==> src/rtl/core_seq_ctrl.sv <==
// Weight-stationary pass sequencer driving corelet instruction word, xmem reads and pmem writes.
// Latency: outputs registered; first xmem read appears the cycle after the accepted start.
// Backpressure: DRAIN stalls while ofifo_valid is low; no other phase waits on inputs.
//
// Ports:
//   clk, reset       clock, asynchronous active-low reset
//   start            one-cycle pulse, accepted only in IDLE
//   ofifo_valid      corelet ofifo holds an output row
//   inst             corelet instruction ([0] kload, [1] exec, [4] L0 rd, [5] L0 wr, [6] ofifo rd)
//   xmem_rd/_addr    activation/weight SRAM read strobe and address
//   pmem_wr/_addr    psum SRAM write strobe and address
//   busy, done       pass in flight / one-cycle completion pulse
module core_seq_ctrl #(
    parameter int row      = 8,
    parameter int col      = 8,
    parameter int len_kij  = 9,
    parameter int len_nij  = 36,
    parameter int xaddr_bw = 11,
    parameter int paddr_bw = 11,
    parameter int w_base   = 0,
    parameter int x_base   = 1024
) (
    input  logic                clk,
    input  logic                reset,
    input  logic                start,
    input  logic                ofifo_valid,
    output logic [33:0]         inst,
    output logic                xmem_rd,
    output logic [xaddr_bw-1:0] xmem_addr,
    output logic                pmem_wr,
    output logic [paddr_bw-1:0] pmem_addr,
    output logic                busy,
    output logic                done
);

    localparam int TMAX = (row > col) ? ((row > len_nij) ? row : len_nij)
                                      : ((col > len_nij) ? col : len_nij);
    localparam int TW = $clog2(TMAX + 1);
    localparam int KW = (len_kij > 1) ? $clog2(len_kij) : 1;
    localparam int NW = $clog2(len_nij + 1);

    localparam logic [TW-1:0] T_ONE    = TW'(1);
    localparam logic [TW-1:0] T_ROW    = TW'(row);
    localparam logic [TW-1:0] T_ROW_M1 = TW'(row - 1);
    localparam logic [TW-1:0] T_COL_M1 = TW'(col - 1);
    localparam logic [TW-1:0] T_NIJ    = TW'(len_nij);
    localparam logic [TW-1:0] T_NIJ_M1 = TW'(len_nij - 1);
    localparam logic [KW-1:0] K_ONE    = KW'(1);
    localparam logic [KW-1:0] K_LAST   = KW'(len_kij - 1);
    localparam logic [NW-1:0] N_ONE    = NW'(1);
    localparam logic [NW-1:0] N_ALL    = NW'(len_nij);

    typedef enum logic [3:0] {
        IDLE, W_WR, K_LD, K_WAIT, X_WR, EXEC, DRAIN, NEXT, FIN
    } state_t;

    state_t                state_q, state_d;
    logic [TW-1:0]         t_q, t_d;       // cycle index within the current phase
    logic [KW-1:0]         kij_q, kij_d;
    logic [NW-1:0]         rd_q, rd_d;     // ofifo reads issued in this DRAIN
    logic [NW-1:0]         wr_q, wr_d;     // pmem writes issued in this DRAIN
    logic [33:0]           inst_q, inst_d;
    logic                  xmem_rd_q, xmem_rd_d;
    logic [xaddr_bw-1:0]   xmem_addr_q, xmem_addr_d;
    logic                  pmem_wr_q, pmem_wr_d;
    logic [paddr_bw-1:0]   pmem_addr_q, pmem_addr_d;
    logic                  busy_q, busy_d;
    logic                  done_q, done_d;

    always_comb begin
        state_d     = state_q;
        t_d         = t_q;
        kij_d       = kij_q;
        rd_d        = rd_q;
        wr_d        = wr_q;
        inst_d      = '0;
        xmem_rd_d   = 1'b0;
        xmem_addr_d = '0;
        pmem_wr_d   = 1'b0;
        pmem_addr_d = '0;

        // Next state; DRAIN strobes are decided here because they depend on
        // the current ofifo_valid and on the read visible this cycle.
        case (state_q)
            IDLE: begin
                if (start) begin
                    state_d = W_WR;
                    t_d     = '0;
                    kij_d   = '0;
                end
            end
            W_WR: begin
                if (t_q == T_ROW) begin
                    state_d = K_LD;
                    t_d     = '0;
                end else begin
                    t_d = t_q + T_ONE;
                end
            end
            K_LD: begin
                if (t_q == T_ROW_M1) begin
                    state_d = K_WAIT;
                    t_d     = '0;
                end else begin
                    t_d = t_q + T_ONE;
                end
            end
            K_WAIT: begin
                if (t_q == T_COL_M1) begin
                    state_d = X_WR;
                    t_d     = '0;
                end else begin
                    t_d = t_q + T_ONE;
                end
            end
            X_WR: begin
                if (t_q == T_NIJ) begin
                    state_d = EXEC;
                    t_d     = '0;
                end else begin
                    t_d = t_q + T_ONE;
                end
            end
            EXEC: begin
                if (t_q == T_NIJ_M1) begin
                    state_d = DRAIN;
                    t_d     = '0;
                    rd_d    = '0;
                    wr_d    = '0;
                    // First DRAIN cycle can already read the ofifo.
                    if (ofifo_valid) begin
                        inst_d[6] = 1'b1;
                        rd_d      = N_ONE;
                    end
                end else begin
                    t_d = t_q + T_ONE;
                end
            end
            DRAIN: begin
                if (ofifo_valid && (rd_q != N_ALL)) begin
                    inst_d[6] = 1'b1;
                    rd_d      = rd_q + N_ONE;
                end
                // A read visible now lands in pmem next cycle.
                if (inst_q[6]) begin
                    pmem_wr_d   = 1'b1;
                    pmem_addr_d = paddr_bw'(int'(kij_q) * len_nij + int'(wr_q));
                    wr_d        = wr_q + N_ONE;
                end
                // Final write is on the bus this cycle: leave after it.
                if (pmem_wr_q && (wr_q == N_ALL)) begin
                    state_d = NEXT;
                end
            end
            NEXT: begin
                if (kij_q == K_LAST) begin
                    state_d = FIN;
                end else begin
                    kij_d   = kij_q + K_ONE;
                    state_d = W_WR;
                    t_d     = '0;
                end
            end
            FIN:     state_d = IDLE;
            default: state_d = IDLE;
        endcase

        // Phase strobes for the cycle that state_d will occupy. The L0 write
        // trails the SRAM read by one cycle, hence the extra t=row / t=len_nij slot.
        case (state_d)
            W_WR: begin
                if (t_d != T_ROW) begin
                    xmem_rd_d   = 1'b1;
                    xmem_addr_d = xaddr_bw'(w_base + int'(kij_d) * row + int'(t_d));
                end
                if (t_d != '0) inst_d[5] = 1'b1;
            end
            K_LD: begin
                inst_d[4] = 1'b1;
                inst_d[0] = 1'b1;
            end
            X_WR: begin
                if (t_d != T_NIJ) begin
                    xmem_rd_d   = 1'b1;
                    xmem_addr_d = xaddr_bw'(x_base + int'(t_d));
                end
                if (t_d != '0) inst_d[5] = 1'b1;
            end
            EXEC: begin
                inst_d[4] = 1'b1;
                inst_d[1] = 1'b1;
            end
            default: ;
        endcase

        busy_d = (state_d != IDLE) && (state_d != FIN);
        done_d = (state_d == FIN);
    end

    always_ff @(posedge clk or negedge reset) begin
        if (!reset) begin
            state_q     <= IDLE;
            t_q         <= '0;
            kij_q       <= '0;
            rd_q        <= '0;
            wr_q        <= '0;
            inst_q      <= '0;
            xmem_rd_q   <= 1'b0;
            xmem_addr_q <= '0;
            pmem_wr_q   <= 1'b0;
            pmem_addr_q <= '0;
            busy_q      <= 1'b0;
            done_q      <= 1'b0;
        end else begin
            state_q     <= state_d;
            t_q         <= t_d;
            kij_q       <= kij_d;
            rd_q        <= rd_d;
            wr_q        <= wr_d;
            inst_q      <= inst_d;
            xmem_rd_q   <= xmem_rd_d;
            xmem_addr_q <= xmem_addr_d;
            pmem_wr_q   <= pmem_wr_d;
            pmem_addr_q <= pmem_addr_d;
            busy_q      <= busy_d;
            done_q      <= done_d;
        end
    end

    assign inst      = inst_q;
    assign xmem_rd   = xmem_rd_q;
    assign xmem_addr = xmem_addr_q;
    assign pmem_wr   = pmem_wr_q;
    assign pmem_addr = pmem_addr_q;
    assign busy      = busy_q;
    assign done      = done_q;

endmodule

==> config.mk <==
export PLATFORM = sky130hd
export DESIGN_NAME = core_seq_ctrl
export DESIGN_NICKNAME = d
export VERILOG_FILES = /design/src/rtl/core_seq_ctrl.sv
export SDC_FILE = /design/constraint.sdc
export NUM_CORES = 1
export LEC_CHECK = 0
export CAP_MARGIN = 20
export CORE_MARGIN = 3
export CORE_UTILIZATION = 28
export CTS_BUF_LIST = sky130_fd_sc_hd__clkbuf_4 sky130_fd_sc_hd__clkbuf_8
export DETAILED_ROUTE_END_ITERATION = 6
export DONT_BUFFER_PORTS = 1
export HOLD_SLACK_MARGIN = 0.12
export PLACE_DENSITY = 0.48
export SLEW_MARGIN = 20
export SYNTH_ARGS = -nofsm -noshare
export SYNTH_HDL_FRONTEND = slang
export SYNTH_SLANG_ARGS = --single-unit
==> constraint.sdc <==
create_clock -name clk -period 3.3 [get_ports clk]
set_clock_uncertainty 0.15 [all_clocks]
set_input_delay 0.66 -clock clk [delete_from_list [all_inputs] [get_ports clk]]
set_output_delay 0.66 -clock clk [all_outputs]
set_load 0.05 [all_outputs]
==> out/qor.txt <==
CP Capture Type - flip-flop
Core ar. - 0.0117 mm²
Area of the multi-input gates - 0.00177 mm²
Initial Util - 29.3%
Crit start category - flip-flop
N_diodes - 0
Num rows - 39
# port buffers - 0
First-pass iteration count of the detailed router - 5
Layout cells sized above 1 - 10.2%
Die H - 116 µm
Crit Path Max Fanout - 9
Worst vdd ir - 0.000135 V
Hold Crit Class - primary input to flip-flop
First-pass GRT wire length - 12900 µm
Clock sink count - 55
Nets@finish - 395
Top-area cell type share of the netlist area - 40.3%
Synth Register Bits - 55
Gr ovfl total - 0
Largest area contributor in the netlist - dfrtp_1
RSZ-0062 raised after global routing - no
Fraction of registers with async set/reset - 100%
WL final - 7890 µm
Most used DFF post-synth - dfrtp_1
Die area - 0.0136 mm²
Fill count - 1210
Initial DRC Count - 227
Maximum number of pins on one net before global-route repair - 56
Chip width - 116 µm
# DRC - 0
Hpwl dp - 5760 µm
Power per Cell Area - 317 mW/mm²
Seq/Total Area, Yosys - 40.3%
Fin crit share - 93.5%
Post-synth EDFFs - 0
P&R area growth vs syn - 7.26%
H-tree depth - 2
Worst-path clk slew - 0.10 ns
CTS Buffer Depth - 2
Vias - 2582
Final Max Tran Viols - 0
Placer Congestion - 0.884
WL per Instance - 15.3 µm
Top cells by area, synth - dfrtp_1 40%, buf_4 6.8%, ha_1 6.6%, nor2_1 3.1%, xor2_1 2.8%
Slew HR - 61.2%
Worst slew pin tran - 0.582 ns
Number of buffers inserted by hold repair at cts - 2
Final ANT Viol Nets - 0
Leakage power total - 1.74 nW
Worst EP required - 3.37 ns
Clock root buffer master - clkbuf_8
Setup TNS - 0 ns
Status - finished, final reports clean
Setup violations, final - 0
Clock insertion delay at the later pin of the skew report - 0.31 ns
Average cell area after synthesis - 9.41 µm²
Reg2reg setup slack - 0.22 ns
CP Class - flip-flop to flip-flop
Post-synthesis cell type count - 64
Mapped cell area - 0.00341 mm²
Register area - 0.00138 mm²
Syn Inst Count - 363
All-Layer GR Usage - 12.1%
Max Cap Violations - 0
Minimum clock period - 3.08 ns
CP arrival - 3.15 ns
Max Fclk - 324 MHz
Cts repair resizes - 0
I/O Pins - 64
Post-CTS setup buffers - 0
Hold Fails Final Rpt - 0
Most frequent cell after synthesis - dfrtp_1
Post-synth top cells - 55 x dfrtp_1, 31 x buf_4, 28 x nor2_1
Area after DPL - 0.00354 mm²
Post-Layout Inst Area - 0.00366 mm²
Vias/cell - 5.01
TritonCTS clock tree - done
Yosys warning count - 0
Initial antenna violation count - 0
Vias in the first global route - 2452
CTS Buf Count - 5
[area by class of cell]
class                           count  area share [%]
Multi-Input combinational cell    270            48.3
Sequential cell                    55            37.6
Clock buffer                        6            2.25
Timing Repair Buffer               21            4.92
Tap cell                          143            4.89
Inverter                           19            1.95
Clock inverter                      1           0.137
[per-layer routing]
| layer | share of wire (%) | track usage [%] |
|---|---|---|
| met1 | 44 | 15.5 |
| met2 | 48 | 19.4 |
| met3 | 5.4 | 2.28 |
| met4 | 2.8 | 6.03 |
| met5 | 0 | 0 |
[placed cells by master (no fill, tap or decap), types with 4 or more instances in the layout]
master,instances
nand4_1,5
o31ai_1,5
o211ai_1,4
buf_4,19
nor3b_1,4
nand2_1,25
nor4_1,4
nor2_1,28
or2_2,4
clkbuf_8,6
ha_1,18
conb_1,31
xnor2_1,6
or3_1,7
and3_1,6
inv_1,19
a21oi_1,13
nor3_1,7
xor2_1,11
o21ai_0,11
dfrtp_1,55
nand3_1,11
[path summary, 6_finish.rpt]
check | start | end | cells past startpoint
max | t_q[3] | xmem_addr[2] | 7
min | ofifo_valid | inst[6] | 1
max reg2reg | t_q[3] | xmem_addr[2] | 7
min reg2reg | wr_q[0] | wr_q[0] | 1
max in group asynchronous | reset | t_q[5] | 2
min in group asynchronous | reset | kij_q[3] | 2
[critical path, stage by stage, from the launching register on]
cell	delay [ns]
dfrtp_1	0.50
or3b_4	0.45
o311ai_4	0.26
a21oi_1	0.12
or4_1	0.61
or3b_4	0.46
and2_4	0.19
a311oi_2	0.25
[cells by family after synthesis]
| family | after synthesis | synth area share, % |
|---|---|---|
| compound gates | 74 | 16.2 |
| other cells | 1 | 0.110 |
| xor+xnor | 17 | 4.36 |
| buf+inv | 68 | 11.2 |
| simple gates | 127 | 20.0 |
| mux | 2 | 0.623 |
| fa+ha+maj | 19 | 7.18 |
| flops | 55 | 40.3 |
[metrics by stage]
step | std cells | setup slack, ns | utilization [%] | hold WS, ns | power [mW]
2_1_floorplan | 393 | 0.515 | - | 0.214 | 0.805
3_3_place_gp | 506 | 0.241 | 30.3 | 0.216 | 0.777
3_5_place_dp | 506 | 0.266 | 30.3 | 0.216 | 0.777
4_1_cts | 515 | 0.215 | 31.4 | 0.293 | 1.19
5_1_grt | 515 | 0.0274 | 31.4 | 0.308 | 1.22
6_report | 515 | 0.215 | 31.4 | 0.313 | 1.16
[power by group]
| group | total [mW] | switching (mW) | internal (mW) |
|---|---|---|---|
| Clock | 0.377 | 0.211 | 0.165 |
| Sequential | 0.677 | 0.00182 | 0.675 |
| Combinational | 0.105 | 0.0963 | 0.00912 |
| Total | 1.16 | 0.309 | 0.850 |
[registers in the layout (all words and copies together) (netlist names)]
register / cells
pmem_addr: 11
kij_q: 4
done: 1
wr_q: 6
xmem_addr: 9
xmem_rd: 1
busy: 1
state_q: 4
pmem_wr: 1
rd_q: 6
inst: 5
t_q: 6
(Power assumes the default switching activity.)
